--- src/rtl/nvme_perf_pkg.sv ---
`default_nettype none
// ---------------------------------------------------------------------------
// nvme_perf_pkg : register map and field widths for the perf snapshot sampler
// Rev 1.0
// ---------------------------------------------------------------------------
package nvme_perf_pkg;

  typedef logic [2:0] perf_addr_t;

  localparam perf_addr_t PERF_DSUM = 3'd0;
  localparam perf_addr_t PERF_DCMP = 3'd1;
  localparam perf_addr_t PERF_PEAK = 3'd2;
  localparam perf_addr_t PERF_SEQ  = 3'd3;
  localparam perf_addr_t PERF_STAT = 3'd4;

  localparam int STAT_VALID_BIT  = 16;
  localparam int STAT_MISSED_LSB = 0;
  localparam int MISSED_W        = 16;
  localparam int SEQ_W           = 32;

  function automatic logic [MISSED_W-1:0] missed_inc(input logic [MISSED_W-1:0] m);
    return (m == {MISSED_W{1'b1}}) ? m : m + MISSED_W'(1);
  endfunction

endpackage
`default_nettype wire

--- src/rtl/nvme_perf_interval_timer.sv ---
`default_nettype none
// ---------------------------------------------------------------------------
// nvme_perf_interval_timer : free-running period timer, pulses o_expire once per period
// Rev 1.0
// ---------------------------------------------------------------------------
module nvme_perf_interval_timer #(
  parameter int TIMER_WIDTH = 32
) (
  input  logic                   clk,
  input  logic                   reset,
  input  logic                   i_clear,
  input  logic [TIMER_WIDTH-1:0] i_cfg_interval,
  output logic                   o_expire
);

  logic [TIMER_WIDTH-1:0] r_timer;
  logic [TIMER_WIDTH-1:0] w_last;
  logic                   w_en;
  logic                   w_hit;

  assign w_en   = |i_cfg_interval;
  assign w_last = i_cfg_interval - TIMER_WIDTH'(1);
  // >= so that shrinking the interval below the running count fires at once
  assign w_hit  = w_en && (r_timer >= w_last);

  always_ff @(posedge clk or posedge reset) begin
    if (reset) begin
      r_timer <= '0;
    end else if (i_clear || !w_en || w_hit) begin
      r_timer <= '0;
    end else begin
      r_timer <= r_timer + TIMER_WIDTH'(1);
    end
  end

  assign o_expire = w_hit;

endmodule
`default_nettype wire

--- src/rtl/nvme_perf_sampler.sv ---
`default_nettype none
// ---------------------------------------------------------------------------
// nvme_perf_sampler : periodic/on-demand snapshot of perf counter deltas and peak, MMIO readable
// Rev 1.0
// ---------------------------------------------------------------------------
module nvme_perf_sampler
  import nvme_perf_pkg::*;
#(
  parameter int SUM_WIDTH    = 64,
  parameter int ACTIVE_WIDTH = 10,
  parameter int TIMER_WIDTH  = 32
) (
  input  logic                    clk,
  input  logic                    reset,
  input  logic [ACTIVE_WIDTH-1:0] i_active_cnt,
  input  logic [SUM_WIDTH-1:0]    i_complete_cnt,
  input  logic [SUM_WIDTH-1:0]    i_sum,
  output logic                    o_clr_sum,
  input  logic [TIMER_WIDTH-1:0]  i_cfg_interval,
  input  logic                    i_snap_req,
  input  logic                    i_stats_clr,
  input  logic                    i_rd_req,
  input  logic [2:0]              i_rd_addr,
  output logic                    o_rd_ack,
  output logic [63:0]             o_rd_data,
  output logic                    o_snap_event
);

  logic                    w_expire;
  logic                    w_block;
  logic                    w_trig;
  logic                    w_stat_rd;
  logic [ACTIVE_WIDTH-1:0] w_peak_next;
  logic [63:0]             w_rd_mux;
  perf_addr_t              w_addr;

  logic                    r_clr_sum;
  logic                    r_rd_ack;
  logic [63:0]             r_rd_data;
  logic                    r_snap_event;
  logic [ACTIVE_WIDTH-1:0] r_peak_run;

  logic                    r_s1_vld;
  logic [SUM_WIDTH-1:0]    r_cur_sum;
  logic [SUM_WIDTH-1:0]    r_cur_cmp;
  logic [ACTIVE_WIDTH-1:0] r_s1_peak;

  logic [SUM_WIDTH-1:0]    r_prev_sum;
  logic [SUM_WIDTH-1:0]    r_prev_cmp;
  logic [SUM_WIDTH-1:0]    r_dsum;
  logic [SUM_WIDTH-1:0]    r_dcmp;
  logic [ACTIVE_WIDTH-1:0] r_peak;
  logic [SEQ_W-1:0]        r_seq;
  logic                    r_valid;
  logic [MISSED_W-1:0]     r_missed;

  nvme_perf_interval_timer #(
    .TIMER_WIDTH (TIMER_WIDTH)
  ) u_timer (
    .clk            (clk),
    .reset          (reset),
    .i_clear        (i_stats_clr),
    .i_cfg_interval (i_cfg_interval),
    .o_expire       (w_expire)
  );

  // Triggers are dropped while the counter is being cleared so no snapshot straddles the clear
  assign w_block     = i_stats_clr | r_clr_sum;
  assign w_trig      = (w_expire | i_snap_req) & ~w_block;
  assign w_peak_next = (i_active_cnt > r_peak_run) ? i_active_cnt : r_peak_run;
  assign w_addr      = i_rd_addr;
  assign w_stat_rd   = i_rd_req && (w_addr == PERF_STAT);

  always_ff @(posedge clk or posedge reset) begin
    if (reset) begin
      r_clr_sum  <= 1'b0;
      r_peak_run <= '0;
      r_s1_vld   <= 1'b0;
      r_cur_sum  <= '0;
      r_cur_cmp  <= '0;
      r_s1_peak  <= '0;
    end else begin
      r_clr_sum <= i_stats_clr;
      if (i_stats_clr) begin
        r_peak_run <= '0;
        r_s1_vld   <= 1'b0;
      end else begin
        r_peak_run <= w_trig ? i_active_cnt : w_peak_next;
        r_s1_vld   <= w_trig;
        if (w_trig) begin
          r_cur_sum <= i_sum;
          r_cur_cmp <= i_complete_cnt;
          r_s1_peak <= w_peak_next;
        end
      end
    end
  end

  always_ff @(posedge clk or posedge reset) begin
    if (reset) begin
      r_snap_event <= 1'b0;
      r_prev_sum   <= '0;
      r_prev_cmp   <= '0;
      r_dsum       <= '0;
      r_dcmp       <= '0;
      r_peak       <= '0;
      r_seq        <= '0;
      r_valid      <= 1'b0;
      r_missed     <= '0;
    end else if (i_stats_clr) begin
      r_snap_event <= 1'b0;
      r_prev_sum   <= '0;
      r_prev_cmp   <= '0;
      r_dsum       <= '0;
      r_dcmp       <= '0;
      r_peak       <= '0;
      r_seq        <= '0;
      r_valid      <= 1'b0;
      r_missed     <= '0;
    end else begin
      r_snap_event <= r_s1_vld;
      if (r_s1_vld) begin
        r_dsum     <= r_cur_sum - r_prev_sum;
        r_dcmp     <= r_cur_cmp - r_prev_cmp;
        r_prev_sum <= r_cur_sum;
        r_prev_cmp <= r_cur_cmp;
        r_peak     <= r_s1_peak;
        r_seq      <= r_seq + SEQ_W'(1);
        r_valid    <= 1'b1;
        // A status read in the commit cycle consumed the old state; this snapshot starts fresh
        if (w_stat_rd) begin
          r_missed <= '0;
        end else if (r_valid) begin
          r_missed <= missed_inc(r_missed);
        end
      end else if (w_stat_rd) begin
        r_valid  <= 1'b0;
        r_missed <= '0;
      end
    end
  end

  always_comb begin
    w_rd_mux = '0;
    case (w_addr)
      PERF_DSUM: w_rd_mux = 64'(r_dsum);
      PERF_DCMP: w_rd_mux = 64'(r_dcmp);
      PERF_PEAK: w_rd_mux = 64'(r_peak);
      PERF_SEQ:  w_rd_mux = 64'(r_seq);
      PERF_STAT: begin
        w_rd_mux[STAT_VALID_BIT]                 = r_valid;
        w_rd_mux[STAT_MISSED_LSB +: MISSED_W]    = r_missed;
      end
      default:   w_rd_mux = '0;
    endcase
  end

  always_ff @(posedge clk or posedge reset) begin
    if (reset) begin
      r_rd_ack  <= 1'b0;
      r_rd_data <= '0;
    end else begin
      r_rd_ack  <= i_rd_req;
      r_rd_data <= i_rd_req ? w_rd_mux : 64'd0;
    end
  end

  assign o_clr_sum    = r_clr_sum;
  assign o_rd_ack     = r_rd_ack;
  assign o_rd_data    = r_rd_data;
  assign o_snap_event = r_snap_event;

endmodule
`default_nettype wire
--- config.mk ---
export PLATFORM = sky130hd
export DESIGN_NAME = nvme_perf_sampler
export DESIGN_NICKNAME = d
export VERILOG_FILES = /design/src/rtl/nvme_perf_pkg.sv /design/src/rtl/nvme_perf_interval_timer.sv /design/src/rtl/nvme_perf_sampler.sv
export SDC_FILE = /design/constraint.sdc
export NUM_CORES = 2
export LEC_CHECK = 0
export CORE_MARGIN = 2
export CORE_UTILIZATION = 50
export CTS_CLUSTER_DIAMETER = 100
export DETAILED_ROUTE_END_ITERATION = 12
export GPL_ROUTABILITY_DRIVEN = 0
export PLACE_DENSITY = 0.73
export SETUP_SLACK_MARGIN = 0.05
export SYNTH_ARGS = -nofsm -noshare
export SYNTH_HDL_FRONTEND = slang
export SYNTH_HIERARCHICAL = 1
export SYNTH_SLANG_ARGS = --single-unit
--- constraint.sdc ---
create_clock -name clk -period 38.8 [get_ports clk]
set_clock_uncertainty 0.15 [all_clocks]
set_input_delay 5.82 -clock clk [delete_from_list [all_inputs] [get_ports clk]]
set_output_delay 5.82 -clock clk [all_outputs]
set_load 0.02 [all_outputs]
==> out/qor.yml <==
worst_setup_path:
  critical-path-top-delay-family: "simple AND/OR/NAND/NOR gates"
  ff2ff_setup_slack_ns: 34.66
  r2r_cells: 13
  path_cells: "clkdlybuf4s50_1, or4_4, nor4_1, nand2b_1, nor2_1, nand2_1, xor2_1, ha_1, nand4_1, or4_1, a21oi_1, nor3_1, nor2b_1, a21oi_1, o21bai_1, nor2_4, buf_12, mux2_2"
  cp_slowest_stage_delay_ns: 0.60
  cp_common_cell: "a21oi_1"
  cp-end-kind: "flop"
  worstReg2RegStart: "r_cur_cmp[0]"
  arrival_ns: 11.20
  setup.worst_path.class: "primary input to flop"
  critPathBufInv: 2
  r2r_end: "r_dcmp[52]"
  critPathSlowestCell: "or4_4"
  required_ns: 39.16
  crit_fanout: 153
  start_kind: "primary input"
flow_run:
  maxCapViolCount: 0
clock_network:
  worstSkewPairLatency_ns: 0.65
  clk_pin_slew_ns: 0.06
  cts-hold-fix-buffers: 0
  post_cts_buffers: 0
  cts_inserted_buffers: 58
  cts.path.max_buffers: 3
  cts_tree: "built"
  root_buffer: "clkbuf_16"
  post_cts_resized: 0
  clkSinkCount: 563
  h-tree-depth: 2
power_and_ir_drop:
  seqPwrFrac_pct: 37.9
  p_leak_nw: 15.8
  powerDensity_mw_per_mm2: 48.2
  p_sw_share_pct: 32.7
  ir_drop_v: 0.0000327
  p_int_mw: 1.21
  clock_power_share_pct: 34.3
  netSwitchingPower_mw: 0.587
  pwr-share-comb_pct: 27.8
cells_and_area:
  fill_cells: 5378
  drive_above_1_share_pct: 8.47
  final_nets: 3846
  n_antenna_cell: 0
  syn_to_final_growth_pct: 16.2
  mostFrequentLayoutCell: "dfrtp_1"
  final_cell_mix: "dfrtp_1 (562), nor2_1 (481), clkdlybuf4s50_1 (242)"
detailed_routing:
  first_pass_iters: 7
  num_vias: 24900
  drtIter0Drc: 2129
  wl_per_cell_um: 18.5
  drt_wl_total_um: 81400
  vias_per_cell: 5.68
  final_antenna_net_count: 0
  route.detailed.drc: 0
synth:
  async_flop_share_pct: 100
  syn_area_mm2: 0.0320
  synth_fp_nets: 3684
  yosysTopAreaCell: "dfrtp_1"
  syn_inst: 3330
  yosysWarnings: 6
  seq_area_frac_synth_pct: 44.0
  ys.flop_type: "dfrtp_1"
  syn_avg_cell_area_um2: 9.61
  netlist_top_cells_area: "dfrtp_1 (44%), ha_1 (6.8%), mux2i_1 (6.6%)"
  synth-seq-cells: 563
  ys_types: 79
  synth-edff-count: 0
  synth_top_area_share_pct: 44.0
timing:
  setup_viol: 0
  period_share_pct: 27.9
  hold_violations: 0
  relSlewSlack_pct: 22.4
  finalWorstPathRequiredPeriod_ns: 10.84
  postLayoutSetupSlackWorst_ns: 27.96
  maxSlewViolCount: 0
  rsz0062_at_grt: "false"
  finalSetupTns_ns: 0
  tightestPinTransition_ns: 1.16
  clock.fmax_mhz: 92.2
global_route:
  antenna_found_initial: 0
  grtUsageTotal_pct: 24.5
  gr-total-overflow: 0
  grt_pass1_vias: 24100
  grt_max_degree: 154
  grt_pass1_wl_um: 131000
floorplanning:
  core_area_mm2: 0.0632
  initial_core_util_pct: 50.6
  die_w_um: 257
  row_count: 92
  die_area_mm2: 0.0660
  io_pins: 245
  die_y_um: 257
hold_path:
  holdPathEnd: "r_dcmp[32]"
  hp-class: "flop to flop"
  hp-start: "r_dcmp[32]"
  hold_depth: 2
status:
  status: "finished clean"
placement:
  place_worst_setup_slack_ns: 27.40
  place.port_buffers: 244
  dp_hpwl_um: 57500
through the flow:
step                      cell area [um2]  hold slack (ns)  util, %  instances  power [mW]
after floorplan                     32000            0.299        -       3330        1.03
after global placement              35100            0.311     55.5       4278        1.17
after detailed placement            35100            0.320     55.5       4278        1.18
after CTS                           37200            0.333     58.8       4388        1.80
after global routing                37200            0.355     58.8       4388        1.89
final                               37200            0.332     58.8       4388        1.79
how the worst max path moves through the flow:
stage	startpoint	to	slack, ns	cells past startpoint
6_report	i_cfg_interval[5]	r_cur_sum[17]	27.96	18
5_1_grt	i_cfg_interval[5]	r_cur_sum[22]	27.69	18
4_1_cts	i_cfg_interval[5]	r_cur_cmp[20]	28.06	18
3_5_place_dp	i_cfg_interval[5]	r_cur_cmp[15]	27.40	18
3_3_place_gp	i_cfg_interval[5]	r_cur_sum[9]	27.46	18
2_1_floorplan	reset	o_clr_sum	17.99	1
state kept, by name, indices dropped and copies added, names as in the netlist, 32 cells and up:
name	flops
o_rd_data	64
r_cur_cmp	64
r_cur_sum	64
r_dcmp	64
r_dsum	64
r_prev_cmp	64
r_prev_sum	64
r_seq	32
u_timer/r_timer	32
per-layer routing:
layer / vias to the layer above / global-route usage, % / wire length [um]
met5: - / 0 / 0
met4: 0 / 6.07 / 1760
met3: 112 / 3.03 / 4360
met2: 692 / 38.3 / 36400
met1: 12100 / 36.2 / 38900
li1: 12000 / - / -
power groups by stage:
stage / sequential (mW) / clock (mW) / combinational [mW]
6_report: 0.679 / 0.615 / 0.499
5_1_grt: 0.685 / 0.650 / 0.551
4_1_cts: 0.679 / 0.626 / 0.492
3_5_place_dp: 0.689 / 0 / 0.488
3_3_place_gp: 0.687 / 0 / 0.481
2_1_floorplan: 0.671 / 0 / 0.363
synthesized netlist by cell type, types with 6 or more instances:
library cell  number
a22o_1             7
o21ai_0          141
a21o_1            73
o31ai_1            9
clkbuf_1         133
a221o_1            6
buf_1             24
or3_1             23
xnor2_1           99
nor3_1            42
nand2b_1          19
and2_1            10
nor2b_1           14
dfrtp_1          563
o22a_1            10
nand2_1          208
o21a_1            12
mux2_2           135
a211oi_1          25
inv_1            178
nor2_1           483
or4_1              8
nand4_1           59
a31oi_1           21
and3_1            22
ha_1             174
a22oi_1           70
xor2_1           105
a21oi_1          220
o21bai_1          25
o211ai_1           9
nor4_1            13
mux2i_1          210
a41oi_1            6
o21ai_1           13
nand3_1           65
worst min-delay path: stages (launching register included):
cell and delay (ns):
dfrtp_1 0.34, nand2_1 0.05, o21ai_0 0.06
kinds of logic after synthesis:
family | after synthesis | share of synthesized area [%]
AND/OR/NAND/NOR | 993 | 13.9
buffers and inverters | 345 | 4.18
multiplexers | 345 | 11.3
XOR/XNOR | 204 | 5.58
AO/OA/AOI/OAI | 704 | 14.1
adder cells (fa/ha/maj) | 176 | 6.93
flip-flops | 563 | 44.0
final cells by class:
type	count	area [um2]	area share (%)
repair buffers	267	2630	7.06
clock buffers	81	1670	4.49
multi-input cells	2422	16600	44.6
flip-flops and latches	563	14100	37.9
well taps	846	1060	2.85
clock inverters	29	457	1.23
inverters	180	683	1.84
(Power assumes the default switching activity.)
